[src/rtl/ram_arbiter_if.sv]
// Bundles the two requester handshakes and the Ram pins of ram_arbiter.
// RAM_ARB_STATS_EN adds the Cnt0/Cnt1/Conflict statistics signals.
interface ram_arbiter_if #(
  parameter int unsigned AddrWidth = 5,
  parameter int unsigned DataWidth = 8
);
  logic                 Req0;
  logic                 Wr0;
  logic [AddrWidth-1:0] Addr0;
  logic [DataWidth-1:0] WData0;
  logic                 Ack0;
  logic [DataWidth-1:0] RData0;

  logic                 Req1;
  logic                 Wr1;
  logic [AddrWidth-1:0] Addr1;
  logic [DataWidth-1:0] WData1;
  logic                 Ack1;
  logic [DataWidth-1:0] RData1;

  logic [1:0]           Gnt;

  logic [AddrWidth-1:0] RamAddr;
  logic [DataWidth-1:0] RamDataIn;
  logic                 RamRWS;
  logic                 RamCS;
  logic [DataWidth-1:0] RamDataOut;

`ifdef RAM_ARB_STATS_EN
  logic [15:0]          Cnt0;
  logic [15:0]          Cnt1;
  logic                 Conflict;
`endif

  // Client side: requesters plus the Ram instance.
  modport master (
    output Req0, Wr0, Addr0, WData0,
    output Req1, Wr1, Addr1, WData1,
    input  Ack0, RData0, Ack1, RData1, Gnt,
    input  RamAddr, RamDataIn, RamRWS, RamCS,
    output RamDataOut
`ifdef RAM_ARB_STATS_EN
    , input Cnt0, Cnt1, Conflict
`endif
  );

  // Arbiter side.
  modport slave (
    input  Req0, Wr0, Addr0, WData0,
    input  Req1, Wr1, Addr1, WData1,
    output Ack0, RData0, Ack1, RData1, Gnt,
    output RamAddr, RamDataIn, RamRWS, RamCS,
    input  RamDataOut
`ifdef RAM_ARB_STATS_EN
    , output Cnt0, Cnt1, Conflict
`endif
  );
endinterface

[src/rtl/ram_arbiter.sv]
// Two-requester round-robin arbiter sequencing accesses onto a single-port async Ram.
// Optional RAM_ARB_STATS_EN adds saturating per-requester counters and a Conflict pulse.
module ram_arbiter #(
  parameter int unsigned AddrWidth = 5,
  parameter int unsigned DataWidth = 8
) (
  input logic          Clk,
  input logic          Rst,
  ram_arbiter_if.slave bus
);

  typedef enum logic [1:0] {StIdle, StSetup, StStrobe, StHold} stateT;

  stateT                stateQ, stateD;
  logic                 ownerQ, ownerD;
  logic                 lastGntQ, lastGntD;
  logic [1:0]           gntQ, gntD;
  logic [AddrWidth-1:0] ramAddrQ, ramAddrD;
  logic [DataWidth-1:0] ramDataInQ, ramDataInD;
  logic                 ramRwsQ, ramRwsD;
  logic                 ramCsQ, ramCsD;
  logic                 ack0Q, ack0D;
  logic                 ack1Q, ack1D;
  logic [DataWidth-1:0] rData0Q, rData0D;
  logic [DataWidth-1:0] rData1Q, rData1D;
  logic                 winner;
`ifdef RAM_ARB_STATS_EN
  logic [15:0]          cnt0Q, cnt0D;
  logic [15:0]          cnt1Q, cnt1D;
  logic                 conflictQ, conflictD;
`endif

  always_comb begin
    stateD     = stateQ;
    ownerD     = ownerQ;
    lastGntD   = lastGntQ;
    gntD       = gntQ;
    ramAddrD   = ramAddrQ;
    ramDataInD = ramDataInQ;
    ramRwsD    = ramRwsQ;
    ramCsD     = 1'b0;
    ack0D      = 1'b0;
    ack1D      = 1'b0;
    rData0D    = rData0Q;
    rData1D    = rData1Q;
    winner     = 1'b0;
`ifdef RAM_ARB_STATS_EN
    cnt0D      = cnt0Q;
    cnt1D      = cnt1Q;
    conflictD  = 1'b0;
`endif

    unique case (stateQ)
      StIdle: begin
        // On a tie the requester that did not own the previous access wins.
        winner = (bus.Req0 && bus.Req1) ? ~lastGntQ : bus.Req1;
        if (bus.Req0 || bus.Req1) begin
          stateD     = StSetup;
          ownerD     = winner;
          gntD       = winner ? 2'b10 : 2'b01;
          ramAddrD   = winner ? bus.Addr1 : bus.Addr0;
          ramDataInD = winner ? bus.WData1 : bus.WData0;
          ramRwsD    = winner ? bus.Wr1 : bus.Wr0;
`ifdef RAM_ARB_STATS_EN
          conflictD  = bus.Req0 && bus.Req1;
`endif
        end
      end
      StSetup: begin
        ramCsD = 1'b1;
        stateD = StStrobe;
      end
      StStrobe: begin
        // Ram output is sampled while CS is still asserted.
        if (!ramRwsQ) begin
          if (ownerQ) rData1D = bus.RamDataOut;
          else        rData0D = bus.RamDataOut;
        end
        ack0D  = ~ownerQ;
        ack1D  = ownerQ;
        stateD = StHold;
      end
      StHold: begin
        lastGntD = ownerQ;
        gntD     = 2'b00;
        stateD   = StIdle;
`ifdef RAM_ARB_STATS_EN
        if (!ownerQ && cnt0Q != 16'hFFFF) cnt0D = cnt0Q + 16'd1;
        if (ownerQ && cnt1Q != 16'hFFFF)  cnt1D = cnt1Q + 16'd1;
`endif
      end
      default: stateD = StIdle;
    endcase
  end

  always_ff @(posedge Clk or posedge Rst) begin
    if (Rst) begin
      stateQ     <= StIdle;
      ownerQ     <= 1'b0;
      lastGntQ   <= 1'b1;
      gntQ       <= 2'b00;
      ramAddrQ   <= '0;
      ramDataInQ <= '0;
      ramRwsQ    <= 1'b0;
      ramCsQ     <= 1'b0;
      ack0Q      <= 1'b0;
      ack1Q      <= 1'b0;
      rData0Q    <= '0;
      rData1Q    <= '0;
`ifdef RAM_ARB_STATS_EN
      cnt0Q      <= 16'd0;
      cnt1Q      <= 16'd0;
      conflictQ  <= 1'b0;
`endif
    end else begin
      stateQ     <= stateD;
      ownerQ     <= ownerD;
      lastGntQ   <= lastGntD;
      gntQ       <= gntD;
      ramAddrQ   <= ramAddrD;
      ramDataInQ <= ramDataInD;
      ramRwsQ    <= ramRwsD;
      ramCsQ     <= ramCsD;
      ack0Q      <= ack0D;
      ack1Q      <= ack1D;
      rData0Q    <= rData0D;
      rData1Q    <= rData1D;
`ifdef RAM_ARB_STATS_EN
      cnt0Q      <= cnt0D;
      cnt1Q      <= cnt1D;
      conflictQ  <= conflictD;
`endif
    end
  end

  assign bus.Ack0      = ack0Q;
  assign bus.Ack1      = ack1Q;
  assign bus.RData0    = rData0Q;
  assign bus.RData1    = rData1Q;
  assign bus.Gnt       = gntQ;
  assign bus.RamAddr   = ramAddrQ;
  assign bus.RamDataIn = ramDataInQ;
  assign bus.RamRWS    = ramRwsQ;
  assign bus.RamCS     = ramCsQ;
`ifdef RAM_ARB_STATS_EN
  assign bus.Cnt0      = cnt0Q;
  assign bus.Cnt1      = cnt1Q;
  assign bus.Conflict  = conflictQ;
`endif

endmodule
[src/flat_wrapper.sv]
// flat-port wrapper written by rule: the top's interface ports become plain ports
module ram_arbiter_flat 
#(
  parameter int unsigned AddrWidth = 5,
  parameter int unsigned DataWidth = 8
)
  (Clk, Rst, bus_Req0, bus_Wr0, bus_Addr0, bus_WData0, bus_Req1, bus_Wr1, bus_Addr1, bus_WData1, bus_Ack0, bus_RData0, bus_Ack1, bus_RData1, bus_Gnt, bus_RamAddr, bus_RamDataIn, bus_RamRWS, bus_RamCS, bus_RamDataOut);
  ram_arbiter_if #(.AddrWidth(AddrWidth), .DataWidth(DataWidth)) bus_i ();
  input logic Clk;
  input logic Rst;
  input wire logic [$bits(bus_i.Req0)-1:0] bus_Req0;
  input wire logic [$bits(bus_i.Wr0)-1:0] bus_Wr0;
  input wire logic [$bits(bus_i.Addr0)-1:0] bus_Addr0;
  input wire logic [$bits(bus_i.WData0)-1:0] bus_WData0;
  input wire logic [$bits(bus_i.Req1)-1:0] bus_Req1;
  input wire logic [$bits(bus_i.Wr1)-1:0] bus_Wr1;
  input wire logic [$bits(bus_i.Addr1)-1:0] bus_Addr1;
  input wire logic [$bits(bus_i.WData1)-1:0] bus_WData1;
  output wire logic [$bits(bus_i.Ack0)-1:0] bus_Ack0;
  output wire logic [$bits(bus_i.RData0)-1:0] bus_RData0;
  output wire logic [$bits(bus_i.Ack1)-1:0] bus_Ack1;
  output wire logic [$bits(bus_i.RData1)-1:0] bus_RData1;
  output wire logic [$bits(bus_i.Gnt)-1:0] bus_Gnt;
  output wire logic [$bits(bus_i.RamAddr)-1:0] bus_RamAddr;
  output wire logic [$bits(bus_i.RamDataIn)-1:0] bus_RamDataIn;
  output wire logic [$bits(bus_i.RamRWS)-1:0] bus_RamRWS;
  output wire logic [$bits(bus_i.RamCS)-1:0] bus_RamCS;
  input wire logic [$bits(bus_i.RamDataOut)-1:0] bus_RamDataOut;
  assign bus_i.Req0 = bus_Req0;
  assign bus_i.Wr0 = bus_Wr0;
  assign bus_i.Addr0 = bus_Addr0;
  assign bus_i.WData0 = bus_WData0;
  assign bus_i.Req1 = bus_Req1;
  assign bus_i.Wr1 = bus_Wr1;
  assign bus_i.Addr1 = bus_Addr1;
  assign bus_i.WData1 = bus_WData1;
  assign bus_Ack0 = bus_i.Ack0;
  assign bus_RData0 = bus_i.RData0;
  assign bus_Ack1 = bus_i.Ack1;
  assign bus_RData1 = bus_i.RData1;
  assign bus_Gnt = bus_i.Gnt;
  assign bus_RamAddr = bus_i.RamAddr;
  assign bus_RamDataIn = bus_i.RamDataIn;
  assign bus_RamRWS = bus_i.RamRWS;
  assign bus_RamCS = bus_i.RamCS;
  assign bus_i.RamDataOut = bus_RamDataOut;
  ram_arbiter #(.AddrWidth(AddrWidth), .DataWidth(DataWidth)) u_core (.Clk(Clk), .Rst(Rst), .bus(bus_i));
endmodule
[config.mk]
export PLATFORM = sky130hd
export DESIGN_NAME = ram_arbiter_flat
export DESIGN_NICKNAME = d
export VERILOG_FILES = /design/src/rtl/ram_arbiter_if.sv /design/src/rtl/ram_arbiter.sv /design/src/flat_wrapper.sv
export SDC_FILE = /design/constraint.sdc
export NUM_CORES = 1
export LEC_CHECK = 0
export ABC_AREA = 1
export BUFFER_PORTS_ARGS = -buffer_cell sky130_fd_sc_hd__buf_2
export CAP_MARGIN = 10
export CELL_PAD_IN_SITES_DETAIL_PLACEMENT = 1
export CELL_PAD_IN_SITES_GLOBAL_PLACEMENT = 1
export CORE_ASPECT_RATIO = 1.2
export CORE_UTILIZATION = 34
export DETAILED_ROUTE_END_ITERATION = 12
export PLACE_DENSITY_LB_ADDON = 0.08
export SETUP_SLACK_MARGIN = 0.05
export SLEW_MARGIN = 20
export SYNTH_ARGS = -nofsm -noshare
export SYNTH_HDL_FRONTEND = slang
export SYNTH_SLANG_ARGS = --single-unit
[constraint.sdc]
create_clock -name Clk -period 1.6 [get_ports Clk]
set_input_delay 0.08 -clock Clk [delete_from_list [all_inputs] [get_ports Clk]]
set_output_delay 0.08 -clock Clk [all_outputs]
set_load 0.005 [all_outputs]
== After elaboration in Yosys (flattened, before gate mapping) ==
Cells that the tools add are included.

* Bits in registers: 39
* Input bits: 40
* Output and inout bits: 35
* Logic and storage cells: 39

* Equal/unequal tests: 4
* Muxes and demuxes: 12
* Bitwise operators: 3
* Reductions and logical operators: 8

{| class="wikitable"
|+ Operators by type and width
! operator !! count
|-
| $mux W8 || 1
|-
| $pmux W2 S4 || 1
|-
| $mux W2 || 3
|-
| $reduce_and A3 Y1 || 2
|-
| $mux W1 || 5
|-
| $mux W5 || 1
|-
| $eq A2 B2 Y1 const B || 2
|-
| $pmux W2 S2 || 1
|-
| $reduce_and A2 Y1 || 2
|-
| $not A1 Y1 || 3
|-
| $eq A2 B1 Y1 const B || 1
|-
| $logic_not A2 Y1 || 1
|-
| $ne A2 B1 Y1 const B || 1
|-
| $reduce_bool A2 Y1 || 1
|-
| $logic_and A1 B1 Y1 || 1
|-
| $logic_or A1 B1 Y1 || 1
|}

== Logic depth before layout (Yosys ltp) ==
Gate-level depths: netlist of run 1.

* Depth in word-level cells: 5
* Mapped depth: 8

== Worst setup path after synthesis of run 1 ==
OpenSTA, ideal clock, no wires.

* Path type: register to register
* Start: reg u_core.stateQ[0]
* End: reg u_core.ramRwsQ (netlist: u_core.bus.RamRWS)
* Data arrival time: 1.239 ns
* Data required time: 1.535 ns
* Slack: 0.296 ns
* Cell stages (with the launch flop): 8
* Cells stage by stage: dfrtp_1 > inv_1 > ha_1 > inv_2 > nor2_4 > buf_6 > nand3_1 > nand2_1

* Cells in the longest elaborated chain, start to end: 2

{| class="wikitable"
|+ RTL lines
! what !! line !! RTL
|-
| start, declared || ram_arbiter.sv:14 || <nowiki>stateT stateQ, stateD;</nowiki>
|-
| start signal, assigned || ram_arbiter.sv:98 || <nowiki>stateQ <= StIdle;</nowiki>
|-
| start signal, assigned || ram_arbiter.sv:116 || <nowiki>stateQ <= stateD;</nowiki>
|-
| $logic_not A2 Y1 || ram_arbiter.sv:53 || <nowiki>unique case (stateQ)</nowiki>
|-
| $reduce_and A2 Y1 (no source line) || - ||
|-
| end signal, assigned || ram_arbiter.sv:122 || <nowiki>ramRwsQ <= ramRwsD;</nowiki>
|-
| end, declared || ram_arbiter.sv:20 || <nowiki>logic ramRwsQ, ramRwsD;</nowiki>
|}

No other way between the ends.
A chain may end at the register's enable or synchronous reset.

== Final worst setup path of run 1 ==
* Start: reg u_core.stateQ[0]
* End: reg u_core.rData1Q[2] (netlist: u_core.bus.RData1[2])

* Cells in the longest elaborated chain, start to end: 2

{| class="wikitable"
|+ RTL lines
! what !! line !! RTL
|-
| $eq A2 B2 Y1 || ram_arbiter.sv:53 ||
|-
| $reduce_and A3 Y1 (no source line) || - ||
|-
| end signal, assigned || ram_arbiter.sv:127 || <nowiki>rData1Q <= rData1D;</nowiki>
|-
| end, declared || ram_arbiter.sv:25 || <nowiki>logic [DataWidth-1:0] rData1Q, rData1D;</nowiki>
|}

No other way between the ends.

==> flow_summary.json, run 1 <==
{
  "run_status": "finished clean",
  "design.core.area_sq_um": 5298,
  "finalInstanceArea_sq_um": 2442,
  "timing.setup.tns_ns": 0,
  "detail_route.wirelength_um": 4594,
  "final_min_period_over_clock_period": 0.8559,
  "drtAntennaViolNets": 0,
  "yosys_top_cell_area_share": 0.5077,
  "final_core_utilization": 0.4610,
  "worst-r2r-setup-slack_ns": 0.23,
  "drt-pass1-iter-count": 4,
  "io_buffers": 74,
  "netlist_area_before_placement_sq_um": 1873,
  "routabilityCongestion": 0.7494,
  "worst_r2r_src": "u_core.stateQ[0]",
  "drive_above_1_share": 0.3125,
  "reg2reg_to": "u_core.bus.RData1[2]",
  "ys_top_cells_by_area": "sky130_fd_sc_hd__dfrtp_1, sky130_fd_sc_hd__nand2_1, sky130_fd_sc_hd__inv_1",
  "cts.sink_count": 39,
  "avgRoutedWirePerCell_um": 12.55,
  "gr-usage-all-layers": 0.1734,
  "vdd_ir_drop_max_mv": 0.6194,
  "final_global_route_overflow_total": 0,
  "placed_area_sq_um": 2270,
  "netlist.top_cell.by_area": "sky130_fd_sc_hd__dfrtp_1",
  "number_of_global_route_vias_before_repair": 1738,
  "final_net_count": 349,
  "grt_setup_unrepaired": "false",
  "synth.yosys.warnings": 0,
  "floorplan.die_area_sq_um": 5811,
  "max-clock-path-buffers": 2,
  "crit_slowest_cell": "sky130_fd_sc_hd__dfrtp_1",
  "max-cap-violations": 0,
  "die_height_um": 83.31,
  "reg2reg_depth": 7,
  "dp_hpwl_um": 3269,
  "fin_crit_ns": 1.369,
  "max_stage_delay_ns": 0.41,
  "clk_transition_reported_paths_ns": 0.08,
  "worst_setup_slack_after_placement_ns": 0.07193,
  "synth.ff_latch_count": 39,
  "h-tree-depth": 2,
  "cts_made_buffers": 5,
  "cellLeakagePower_uw": 0.001464,
  "area_delta_synth_final_pct": 30.39,
  "timing.hold.ws_ns": 0.04067,
  "antenna_cells": 0,
  "via_per_inst": 4.617,
  "critical_path_arrival_ns": 1.54,
  "grt_antenna_before_repair": 0,
  "mostFrequentLayoutCell": "sky130_fd_sc_hd__buf_2",
  "end_kind": "flop",
  "max_slew_margin": 0.6572,
  "worstSetupStartpointType": "flop",
  "worst_hold_startpoint": "bus_RamDataOut[3]",
  "layout_common_cells": "sky130_fd_sc_hd__buf_2, sky130_fd_sc_hd__nand2_1, sky130_fd_sc_hd__inv_1",
  "synthesis.instances": 225,
  "grt_pass1_wl_um": 8052,
  "timing.critical_path.required_ns": 1.77,
  "placementRows": 29,
  "floorplan.die.width_um": 69.76,
  "timing.hold.worst.class": "in -> reg",
  "timing.critical_path.cells": "inv_1, ha_1, nand2_1, inv_1, nand2_2, nand2_1, o21ai_0",
  "final_critical_path_setup_slack_ns": 0.2306,
  "remaining_drc_errors": 0,
  "tritoncts": "yes",
  "skew_pair_late_insertion_delay_ns": 0.29,
  "grt_start_max_net_pins": 40,
  "slew_viol_final": 0,
  "power_density_normalized_to_cell_area_nw_per_um2": 1806,
  "start_util": 0.3536,
  "hold_viol": 0,
  "synth.lib_cells_used.distinct": 19,
  "fin_worst_skew_ns": 0.004708,
  "setup_cp_type": "reg -> reg",
  "crit_path_max_fanout": 16,
  "achievable-frequency_ghz": 0.7303,
  "dr.first_iter.drc_count": 74,
  "num_vias": 1690,
  "hold-path-endpoint": "u_core.bus.RData0[3]",
  "whs_path_depth": 3,
  "pin_count": 75,
  "net_count_synth": 271,
  "slew_of_the_pin_with_the_lowest_slew_margin_ns": 0.5142,
  "setup-violations-final": 0,
  "clock_tree.root_cell": "sky130_fd_sc_hd__clkbuf_8",
  "synth_seq_area_share": 0.5217,
  "post_synth.cell_area_avg_sq_um": 8.325
}
## cells in the mapped netlist
cell type                 count
sky130_fd_sc_hd__nand3_1     31
sky130_fd_sc_hd__nand2_4      1
sky130_fd_sc_hd__o21ai_4      1
sky130_fd_sc_hd__nor2_1       1
sky130_fd_sc_hd__dfrtp_1     38
sky130_fd_sc_hd__inv_2        1
sky130_fd_sc_hd__ha_1         6
sky130_fd_sc_hd__dfstp_2      1
sky130_fd_sc_hd__o21ai_0     16
sky130_fd_sc_hd__nand2_1     69
sky130_fd_sc_hd__nand4_1      1
sky130_fd_sc_hd__buf_4        1
sky130_fd_sc_hd__nor2_4       1
sky130_fd_sc_hd__o21ai_1      4
sky130_fd_sc_hd__nand2_2      2
sky130_fd_sc_hd__inv_1       43
sky130_fd_sc_hd__buf_6        5
sky130_fd_sc_hd__buf_2        2
sky130_fd_sc_hd__nor2_2       1
## final cells by class
type                    count  area [sq um]
well taps                  62         77.57
inverters                  44         165.2
flip-flops and latches     39         977.2
fillers                   674          2855
repair buffers             79         422.9
clock inverters             2         60.06
multi-input cells         134         666.9
clock buffers               6         72.57
## metrics by stage
stage | power (uW) | std cells
after floorplan | 2740 | 225
after global placement | 3355 | 356
after detailed placement | 3423 | 356
after CTS | 4429 | 365
after global routing | 4836 | 366
final | 4410 | 366
## registers in the layout (all words and copies together) (netlist names), 2 cells and up
signal	flops
u_core.bus.RamDataIn	8
u_core.bus.RData0	8
u_core.stateQ	2
u_core.bus.RData1	8
u_core.bus.RamAddr	5
u_core.bus.Gnt	2
## routing by layer
| layer | part of all wire | vias to the layer above | track usage |
|---|---|---|---|
| met3 | 0.050 | 7 | 0.03277 |
| met4 | 0.017 | 0 | 0.07636 |
| met2 | 0.51 | 53 | 0.3124 |
| met1 | 0.42 | 793 | 0.1972 |
| met5 | 0 | - | 0 |
| li1 | - | 837 | - |
## critical path: cells and delay by family (launching register included)
family	cells	cell delay, ns
DFF	1	0.41
buffers and inverters	2	0.25
adders and majority gates	1	0.17
and+or+nand+nor	3	0.33
AOI/OAI and AO/OA	1	0.09
## power by group
group	internal [uW]	switching, uW	total (uW)
Sequential	1480	255	1740
Combinational	749	958	1710
Clock	623	345	969
Total	2850	1560	4410
## worst max-delay path by stage
stage	cells past startpoint	end	slack (ns)	start
final	7	u_core.bus.RData1[2]	0.23	u_core.stateQ[0]
after global routing	7	u_core.bus.RData1[5]	0.06	u_core.stateQ[0]
after CTS	7	u_core.bus.RData0[5]	0.14	u_core.stateQ[0]
after detailed placement	6	u_core.bus.RData1[2]	0.07	u_core.stateQ[0]
after global placement	7	u_core.bus.RData1[2]	0.13	u_core.stateQ[0]
after floorplan	7	u_core.bus.RamRWS	0.30	u_core.stateQ[0]
## kinds of logic (layout without fill, tap and decap cells)
group | count (synthesis) | after routing | share of synthesized area
fa+ha+maj | 6 | 6 | 0.04008
buf+inv | 52 | 131 | 0.1276
compound gates | 21 | 21 | 0.06213
flops | 39 | 39 | 0.5217
simple gates | 107 | 107 | 0.2485
## timing repair
action	in CTS	in global routing
setup buffers	0	1
endpoints found under the setup margin	1	18
gates resized for setup	1	2
hold endpoints to repair	38	0
pin swaps	0	1
hold buffers	1	0
(Power assumes the default switching activity.)
==> inputs of run 2 (changes only) <==
- CELL_PAD_IN_SITES_GLOBAL_PLACEMENT: 1 -> 2
- CORE_MARGIN: default -> 3
- CORE_UTILIZATION: 34 -> 26
==> flow_summary.json, run 2 (same netlist as run 1, synthesis figures left out) <==
{
  "run_status": "finished clean",
  "drtAntennaViolNets": 0,
  "end_kind": "flop",
  "pin_count": 75,
  "use_met2": 0.2241,
  "vdd_ir_drop_max_mv": 0.6164,
  "multiInputGateArea_sq_um": 666.9,
  "timing.hold.ws_ns": 0.04678,
  "clk_transition_reported_paths_ns": 0.08,
  "hold_viol": 0,
  "die_height_um": 98.98,
  "avgRoutedWirePerCell_um": 12.77,
  "setup-violations-final": 0,
  "drive_above_1_share": 0.3125,
  "grt_setup_unrepaired": "true",
  "worst_setup_slack_after_placement_ns": 0.02791,
  "grt_most_used_layer": "met2",
  "timing.hold.worst.class": "in -> reg",
  "max-clock-path-buffers": 2,
  "num_vias": 1660,
  "floorplan.die_area_sq_um": 8262,
  "cts_made_buffers": 5,
  "timing.setup.tns_ns": 0,
  "grt_start_max_net_pins": 19,
  "final_critical_path_setup_slack_ns": 0.1822,
  "mostFrequentLayoutCell": "sky130_fd_sc_hd__buf_2",
  "cts.sink_count": 39,
  "clock_power_share": 0.222,
  "fin_worst_skew_ns": 0.005315,
  "grt_pass1_wl_um": 8431,
  "critical_path_arrival_ns": 1.60,
  "setup_cp_type": "reg -> reg",
  "via_per_inst": 4.246,
  "h-tree-depth": 2,
  "slew_of_the_pin_with_the_lowest_slew_margin_ns": 0.6572,
  "placementRows": 33,
  "dp_hpwl_um": 3753,
  "detail_route.wirelength_um": 4993,
  "layout_common_cells": "sky130_fd_sc_hd__buf_2, sky130_fd_sc_hd__nand2_1, sky130_fd_sc_hd__inv_1",
  "grt.met3_usage": 0.02676,
  "fillers": 847,
  "grt_antenna_before_repair": 0,
  "number_of_global_route_vias_before_repair": 1716,
  "intPower_uw": 2843,
  "antenna_cells": 0,
  "worstSetupStartpointType": "flop",
  "timing.critical_path.required_ns": 1.78,
  "final_global_route_overflow_total": 0,
  "start_util": 0.2716,
  "design_power_total_uw": 4413,
  "area.sequential_sq_um": 977.2,
  "clock_tree.root_cell": "sky130_fd_sc_hd__clkbuf_8",
  "power_density_normalized_to_cell_area_nw_per_um2": 1784,
  "tritoncts": "yes",
  "max-cap-violations": 0,
  "cellLeakagePower_uw": 0.001458,
  "achievable-frequency_ghz": 0.7053,
  "dr.first_iter.drc_count": 33,
  "design.core.area_sq_um": 6895,
  "remaining_drc_errors": 0,
  "gr-usage-all-layers": 0.1271,
  "max_slew_margin": 0.5592,
  "globalRouteMet1Util": 0.1503,
  "drt-pass1-iter-count": 4,
  "area_delta_synth_final_pct": 32.06,
  "logic_pwr_share": 0.384,
  "floorplan.die.width_um": 83.48,
  "crit_path_max_fanout": 16,
  "routabilityCongestion": 0.7359,
  "final_min_period_over_clock_period": 0.8861,
  "final_net_count": 349,
  "switchingPower_uw": 1571,
  "power.switching_fraction": 0.3559,
  "skew_pair_late_insertion_delay_ns": 0.29,
  "slew_viol_final": 0,
  "seq_power_share": 0.393,
  "fin_crit_ns": 1.418,
  "io_buffers": 74,
  "postCtsSetupBuffers": 0
}
-- run 2: changes by cell type in the layout (fill, tap and decap cells not counted), sizes merged --
cell / change
inv: -1
clkinv: +1
-- run 2: path summary, 6_finish.rpt --
path                       slack, ns                       to  cells after the start               startpoint
setup / recovery                0.18     u_core.bus.RData0[2]                      7         u_core.stateQ[0]
hold / removal                  0.05     u_core.bus.RData0[3]                      3        bus_RamDataOut[3]
setup reg to reg                0.18     u_core.bus.RData0[2]                      7         u_core.stateQ[0]
hold reg to reg                 0.48  u_core.bus.RamDataIn[5]                      2  u_core.bus.RamDataIn[5]
max in group asynchronous       0.69     u_core.bus.RData1[6]                      4                      Rst
min in group asynchronous       0.33          u_core.bus.Ack1                      3                      Rst
-- run 2: cell type report --
type | instances | share of cell area
inverters | 44 | 0.06677
repair buffers | 79 | 0.1710
flip-flops and latches | 39 | 0.3950
multi-input cells | 134 | 0.2696
clock buffers | 6 | 0.02934
well taps | 87 | 0.04401
clock inverters | 2 | 0.02428
-- run 2: what timing repair did --
action                     4_1_cts  5_1_grt
hold buffers                     1        0
resized for setup                1        2
hold endpoints to repair        15        0
setup endpoints to repair        7       16
-- run 2: worst max-delay path: stages (launching register included) --
cell                      delay, ns
sky130_fd_sc_hd__dfrtp_1       0.42
sky130_fd_sc_hd__inv_1         0.16
sky130_fd_sc_hd__ha_1          0.18
sky130_fd_sc_hd__inv_1         0.04
sky130_fd_sc_hd__nor2_1        0.19
sky130_fd_sc_hd__nand2_4       0.16
sky130_fd_sc_hd__nand2_1       0.09
sky130_fd_sc_hd__o21ai_0       0.07
-- run 2: per-stage QoR --
step | instances | utilization | cell area [sq um]
after detailed placement | 382 | 0.3366 | 2321
after floorplan | 225 | - | 1873
after global placement | 382 | 0.3366 | 2321
after global routing | 391 | 0.3587 | 2474
final | 391 | 0.3587 | 2474
after CTS | 391 | 0.3576 | 2466
-- run 2: per-layer routing --
layer | wire length (um) | share of wire
met1 | 2087 | 0.42
met2 | 2534 | 0.51
met3 | 281 | 0.056
met4 | 90 | 0.018
met5 | 0 | 0
-- run 2: power groups by stage --
stage | combinational (uW) | clock, uW | sequential, uW
final | 1700 | 982 | 1740
after global routing | 1960 | 1050 | 1820
after CTS | 1750 | 1020 | 1750
after detailed placement | 1730 | 0 | 1770
after global placement | 1690 | 0 | 1760
after floorplan | 960 | 0 | 1780
